<file path="config.mk">
export PLATFORM = sky130hd
export DESIGN_NAME = aes_enc_feeder_flat
export DESIGN_NICKNAME = d
export VERILOG_FILES = /design/src/rtl/aes_enc_feeder_if.sv /design/src/rtl/aes_enc_feeder.sv /design/src/flat_wrapper.sv
export SDC_FILE = /design/constraint.sdc
export NUM_CORES = 1
export LEC_CHECK = 0
export CORE_ASPECT_RATIO = 0.5
export CORE_MARGIN = 3
export CORE_UTILIZATION = 37
export CTS_CLUSTER_SIZE = 14
export DETAILED_ROUTE_END_ITERATION = 6
export GPL_ROUTABILITY_DRIVEN = 0
export REMOVE_ABC_BUFFERS = 1
export SLEW_MARGIN = 0
export SYNTH_ARGS = -nofsm -noshare
export SYNTH_HDL_FRONTEND = slang
export SYNTH_SLANG_ARGS = --single-unit
</file>
<file path="constraint.sdc">
create_clock -name clk -period 11.8 [get_ports clk]
set_input_delay 1.18 -clock clk [delete_from_list [all_inputs] [get_ports clk]]
set_output_delay 1.18 -clock clk [all_outputs]
set_load 0.01 [all_outputs]
</file>
<file path="src/rtl/aes_enc_feeder_if.sv">
// aes_enc_feeder_if
//   Stream bundle around the AES feeder.
//   s_valid / s_data / s_ready : plaintext valid/ready stream into the feeder.
//   m_valid / m_data           : ciphertext tag stream out of the feeder (no backpressure).
//   Modports:
//     slave  - the feeder side (consumes s_*, produces m_*).
//     master - the producer/consumer environment around the feeder.
interface aes_enc_feeder_if;
  logic         s_valid;
  logic [127:0] s_data;
  logic         s_ready;
  logic         m_valid;
  logic [127:0] m_data;

  modport slave (
    input  s_valid,
    input  s_data,
    output s_ready,
    output m_valid,
    output m_data
  );

  modport master (
    output s_valid,
    output s_data,
    input  s_ready,
    input  m_valid,
    input  m_data
  );
endinterface

</file>
<file path="src/rtl/aes_enc_feeder.sv">
// aes_enc_feeder
//   Front end for the pipelined, non-stallable AES-128 encryption core.
//   Buffers plaintext in a small FIFO, sequences key loading (one-cycle
//   fsm_en pulse plus fixed key-expansion wait), issues one block per cycle
//   while keyed, and tags the core's ciphertext output with a valid bit
//   carried through a latency-matched shift register.
//
//   Ports:
//     clk          rising-edge clock
//     rst          asynchronous active-low reset
//     key_in       cipher key, sampled with key_load
//     key_load     one-cycle (re)load request
//     bus          aes_enc_feeder_if.slave: s_valid/s_data/s_ready in,
//                  m_valid/m_data out (m_data = core_out)
//     core_in      registered block to core IN
//     core_key     registered key to core KEY
//     core_fsm_en  registered one-cycle pulse to core fsm_en
//     core_out     core OUT
//     key_ready    high while blocks may be issued (RUN)
module aes_enc_feeder #(
  parameter int unsigned KEY_WAIT   = 10,
  parameter int unsigned PIPE_LAT   = 11,
  parameter int unsigned FIFO_DEPTH = 4
) (
  input  logic                  clk,
  input  logic                  rst,
  input  logic [127:0]          key_in,
  input  logic                  key_load,
  aes_enc_feeder_if.slave       bus,
  output logic [127:0]          core_in,
  output logic [127:0]          core_key,
  output logic                  core_fsm_en,
  input  logic [127:0]          core_out,
  output logic                  key_ready
);

  localparam int unsigned AW = (FIFO_DEPTH < 2) ? 1 : $clog2(FIFO_DEPTH);
  localparam int unsigned CW = AW + 1;
  localparam int unsigned KW = (KEY_WAIT < 1) ? 1 : $clog2(KEY_WAIT + 1);

  typedef enum logic [1:0] {
    NOKEY,
    KEYGEN,
    RUN,
    DRAIN
  } state_t;

  state_t state, state_nx;

  // FIFO storage
  logic [127:0]  mem [FIFO_DEPTH];
  logic [AW-1:0] wr_ptr, rd_ptr;
  logic [CW-1:0] count;
  logic          full, empty, push, pop;

  // key sequencing
  logic [KW-1:0] cnt, cnt_nx;
  logic [127:0]  pend_key, pend_nx, key_nx;
  logic          pulse;

  // in-flight tagging
  logic                issue_q;
  logic [PIPE_LAT-1:0] vsr, vsr_nx;
  logic                drained;

  assign full        = (count == CW'(FIFO_DEPTH));
  assign empty       = (count == '0);
  assign push        = bus.s_valid && !full;
  assign bus.s_ready = !full;

  // core_in is loaded at the pop edge and issue_q is set on that same edge;
  // feeding vsr from issue_q (not from pop) puts the tag at vsr[PIPE_LAT-1]
  // exactly PIPE_LAT edges after core_in was loaded, lining up with core_out.
  assign bus.m_valid = vsr[PIPE_LAT-1];
  assign bus.m_data  = core_out;
  assign key_ready   = (state == RUN);

  assign drained = (vsr == '0) && !issue_q;

  always_comb begin
    state_nx = state;
    cnt_nx   = cnt;
    pend_nx  = pend_key;
    key_nx   = core_key;
    pulse    = 1'b0;
    pop      = 1'b0;

    vsr_nx    = vsr << 1;
    vsr_nx[0] = issue_q;

    unique case (state)
      NOKEY: begin
        if (key_load) begin
          key_nx   = key_in;
          pulse    = 1'b1;
          cnt_nx   = '0;
          state_nx = KEYGEN;
        end
      end
      KEYGEN: begin
        if (key_load) begin
          key_nx = key_in;
          pulse  = 1'b1;
          cnt_nx = '0;
        end else if (cnt == KW'(KEY_WAIT)) begin
          state_nx = RUN;
        end else begin
          cnt_nx = cnt + KW'(1);
        end
      end
      RUN: begin
        if (key_load) begin
          pend_nx  = key_in;
          state_nx = DRAIN;
        end else begin
          pop = !empty;
        end
      end
      DRAIN: begin
        if (drained) begin
          // a key_load arriving on the exit edge is the newest request
          key_nx   = key_load ? key_in : pend_key;
          pulse    = 1'b1;
          cnt_nx   = '0;
          state_nx = KEYGEN;
        end else if (key_load) begin
          pend_nx = key_in;
        end
      end
      default: state_nx = NOKEY;
    endcase
  end

  always_ff @(posedge clk or negedge rst) begin
    if (!rst) begin
      state       <= NOKEY;
      cnt         <= '0;
      pend_key    <= '0;
      core_key    <= '0;
      core_fsm_en <= 1'b0;
      core_in     <= '0;
      issue_q     <= 1'b0;
      vsr         <= '0;
    end else begin
      state       <= state_nx;
      cnt         <= cnt_nx;
      pend_key    <= pend_nx;
      core_key    <= key_nx;
      core_fsm_en <= pulse;
      core_in     <= pop ? mem[rd_ptr] : '0;
      issue_q     <= pop;
      vsr         <= vsr_nx;
    end
  end

  always_ff @(posedge clk or negedge rst) begin
    if (!rst) begin
      wr_ptr <= '0;
      rd_ptr <= '0;
      count  <= '0;
    end else begin
      if (push) wr_ptr <= wr_ptr + AW'(1);
      if (pop)  rd_ptr <= rd_ptr + AW'(1);
      unique case ({push, pop})
        2'b10:   count <= count + CW'(1);
        2'b01:   count <= count - CW'(1);
        default: count <= count;
      endcase
    end
  end

  always_ff @(posedge clk) begin
    if (push) mem[wr_ptr] <= bus.s_data;
  end

endmodule
</file>
<file path="src/flat_wrapper.sv">
// flat-port wrapper written by rule: the top's interface ports become plain ports
module aes_enc_feeder_flat 
#(
  parameter int unsigned KEY_WAIT   = 10,
  parameter int unsigned PIPE_LAT   = 11,
  parameter int unsigned FIFO_DEPTH = 4
)
  (clk, rst, key_in, key_load, core_in, core_key, core_fsm_en, core_out, key_ready, bus_s_valid, bus_s_data, bus_s_ready, bus_m_valid, bus_m_data);
  aes_enc_feeder_if bus_i ();
  input  logic clk;
  input  logic rst;
  input  logic [127:0] key_in;
  input  logic key_load;
  output logic [127:0] core_in;
  output logic [127:0] core_key;
  output logic core_fsm_en;
  input  logic [127:0] core_out;
  output logic key_ready;
  input wire logic [$bits(bus_i.s_valid)-1:0] bus_s_valid;
  input wire logic [$bits(bus_i.s_data)-1:0] bus_s_data;
  output wire logic [$bits(bus_i.s_ready)-1:0] bus_s_ready;
  output wire logic [$bits(bus_i.m_valid)-1:0] bus_m_valid;
  output wire logic [$bits(bus_i.m_data)-1:0] bus_m_data;
  assign bus_i.s_valid = bus_s_valid;
  assign bus_i.s_data = bus_s_data;
  assign bus_s_ready = bus_i.s_ready;
  assign bus_m_valid = bus_i.m_valid;
  assign bus_m_data = bus_i.m_data;
  aes_enc_feeder #(.KEY_WAIT(KEY_WAIT), .PIPE_LAT(PIPE_LAT), .FIFO_DEPTH(FIFO_DEPTH)) u_core (.clk(clk), .rst(rst), .key_in(key_in), .key_load(key_load), .bus(bus_i), .core_in(core_in), .core_key(core_key), .core_fsm_en(core_fsm_en), .core_out(core_out), .key_ready(key_ready));
endmodule
</file>
==> flow_summary.ini <==
[yosys]
ys_ff_latch = 922
synth_area_leader_cell = edfxtp_1
postSynth.asyncResetShare = 0.445
ys_warn_count = 0
synth.top_cell.area_share = 0.425
netlist_instances = 2027
synth_edf_count = 512
synth_cell_types = 40
synth_area_sq_mm = 0.0362
synth_area_leaders = edfxtp_1 42%, dfrtp_1 28%, mux4_2 8.0%
yosysSeqAreaShare = 0.708
synth_flop_cell = edfxtp_1
synth.avg_cell_area_sq_um = 17.9

[critical_path]
cp_top_family = buffers and inverters
r2r_cells = 6
endpoint_kind = register
crit_path_max_fanout = 108
required_ns = 12.36
cp.arrival_ns = 4.53
critPathLaunchType = register
slowest_stage = buf_4
crit_chain = nor4_2 -> a31o_4 -> buf_4 -> buf_4 -> a21oi_1 -> a31oi_1
critPathBufInv = 2
path_class = register to register
rrSetupSlack_ns = 7.83
timing.rr.end = u_core.core_key[54]$_DFFE_PN0P_
reg2reg_from = u_core.vsr[6]$_DFF_PN0_
critical_path_depth = 6
cpMostUsedCell = buf_4
max_stage_delay_ns = 0.96

[clock_tree]
clock_path_buffers = 3
cts.sinks = 922
cts_max_level = 3
cts_resized = 0
cts_hold_buf = 0
tritoncts = built
cts_setup_buffers = 0
clk-insertion-delay-late_ns = 0.68
clk_pin_slew_ns = 0.07
cts_root_buf = clkbuf_16
numCtsBuffers = 85

[hold_path]
holdPathStages = 0
min_to = u_core.vsr[10]$_DFF_PN0_
min-delay-start = u_core.vsr[9]$_DFF_PN0_
hp-class = register to register

[grt]
grt_pass1_vias = 19500
grt_remaining_overflow = 0
grt_usage = 0.221
grt_max_degree = 257
grt_pass1_wl_um = 156000
antenna_found_initial = 10

[route]
drt-initial-drc-count = 1880
routed_wl_um = 115000
drc_errors = 0
vias_per_cell = 5.20
vias = 19700
antenna_left = 0
routedWlPerCell_um = 30.2
first_pass_iters = 5

[floorplanning]
start_util = 0.376
fp.dieH_um = 227
die_area_sq_mm = 0.102
io_pins = 776
die-width_um = 448
core-area_sq_mm = 0.0962
rows = 80

[timing]
period_share = 0.336
finClkSkew_ns = 0.0254
fmax_mhz = 252
drv_slew = 31
slew_headroom = -0.00858
rsz0062_at_grt = false
period_needed_ns = 3.97
worst_pin_slew_ns = 1.51
setup_viol = 0
finalHoldViolCount = 0

[cells_and_area]
synthToLayoutAreaGrowth_pct = 22.8
fin_nets = 2801
multi_input_area_sq_mm = 0.00891
n_fill_cell = 8179
final_cell_mix = 518 x clkdlybuf4s50_1, 512 x edfxtp_1, 408 x dfrtp_1
postLayoutCellArea_sq_mm = 0.0444
drive_gt1_frac = 0.166
layout_commonest_cell = clkdlybuf4s50_1
regArea_sq_mm = 0.0256

[power]
peakVddDrop_uv = 195
p_leak_nw = 17.1
powerDensity_mw_per_mm2 = 256
p_total_mw = 11.4

[placed_design]
dp_hpwl_um = 74700
io_buffers = 519
placed_cell_area_sq_mm = 0.0417

[run_status]
status = finished, violations left
failed_checks = max-slew violations

[flow_run]
max_cap_viol_count = 0
[through the flow]
step,setup slack [ns],instances,utilization,TNS [ns],hold WS (ns)
after floorplan,-3.66,1771,-,-468.60,0.372
after global placement,7.53,3625,0.433,0,0.378
after detailed placement,7.46,3625,0.433,0,0.382
after CTS,7.87,3783,0.462,0,0.380
after global routing,7.48,3788,0.462,0,0.391
final,7.83,3791,0.462,0,0.380
[flip-flops by register name, summed over array words and instances (netlist names)]
name	cells
u_core.cnt	4
u_core.core_fsm_en	1
u_core.core_in	128
u_core.core_key	128
u_core.count	3
u_core.issue_q	1
u_core.mem	512
u_core.pend_key	128
u_core.rd_ptr	2
u_core.state	2
u_core.vsr	11
u_core.wr_ptr	2
[worst register-to-register path: stages, from the launching register on]
cell     delay [ns]
dfrtp_1        0.40
nor4_2         0.42
a31o_4         0.69
buf_4          0.99
buf_4          0.96
a21oi_1        0.19
a31oi_1        0.24
[power breakdown]
part,total [mW],internal [mW],switching (mW)
clock network,2.76,1.53,1.22
registers,4.82,4.37,0.442
logic,3.81,1.93,1.89
total,11.4,7.83,3.55
[synthesized netlist by cell type (2+ instances only)]
| cell type | instances |
|---|---|
| a211oi_1 | 2 |
| a21oi_1 | 129 |
| a22o_1 | 3 |
| a31oi_1 | 129 |
| and2_1 | 129 |
| and3_1 | 5 |
| buf_1 | 2 |
| buf_2 | 66 |
| buf_4 | 136 |
| buf_6 | 14 |
| clkbuf_1 | 38 |
| dfrtp_1 | 410 |
| edfxtp_1 | 512 |
| ha_1 | 12 |
| inv_1 | 10 |
| inv_2 | 2 |
| mux2_1 | 9 |
| mux2_4 | 120 |
| mux2i_1 | 129 |
| mux4_2 | 128 |
| nand2_1 | 6 |
| nand3_1 | 3 |
| nor2_1 | 6 |
| nor2b_1 | 3 |
| nor3_1 | 2 |
| nor4_2 | 3 |
| o21ai_0 | 2 |
| xnor2_1 | 3 |
| xor2_1 | 3 |
[cells by family after synthesis]
group	share of synthesized area
AOI/OAI and AO/OA	0.0429
xor gates and xnor gates	0.00145
adders and majority gates	0.00470
buffers and inverters	0.0471
DFF	0.708
muxes	0.168
and+or+nand+nor	0.0273
[metal layers]
| metal | vias up | routed length, um | GRT usage |
|---|---|---|---|
| met5 | - | 1960 | 0.124 |
| met4 | 30 | 2560 | 0.0548 |
| met3 | 161 | 16100 | 0.148 |
| met2 | 924 | 49700 | 0.310 |
| met1 | 10300 | 44200 | 0.270 |
| li1 | 8330 | - | - |
[area by class of cell]
type	instances	share of cell area
Sequential cell	922	0.577
Multi-Input combinational cell	837	0.201
Timing Repair Buffer	542	0.122
Clock buffer	124	0.0539
Tap cell	1312	0.0369
Clock inverter	34	0.00833
Inverter	12	0.00101
Antenna cell	8	0.000450
[worst max path at each step]
| stage | start | endpoint | slack, ns |
|---|---|---|---|
| after global routing | u_core.vsr[2]$_DFF_PN0_ | u_core.core_key[65]$_DFFE_PN0P_ | 7.48 |
| after floorplan | u_core.state[0]$_DFFE_PN0P_ | u_core.core_key[0]$_DFFE_PN0P_ | -3.66 |
| after global placement | bus_s_valid | u_core.mem[2][12]$_DFFE_PP_ | 7.53 |
| after detailed placement | bus_s_valid | u_core.mem[2][121]$_DFFE_PP_ | 7.46 |
| after CTS | u_core.vsr[6]$_DFF_PN0_ | u_core.core_key[54]$_DFFE_PN0P_ | 7.87 |
| final | u_core.vsr[6]$_DFF_PN0_ | u_core.core_key[54]$_DFFE_PN0P_ | 7.83 |
(Power assumes the default switching activity.)
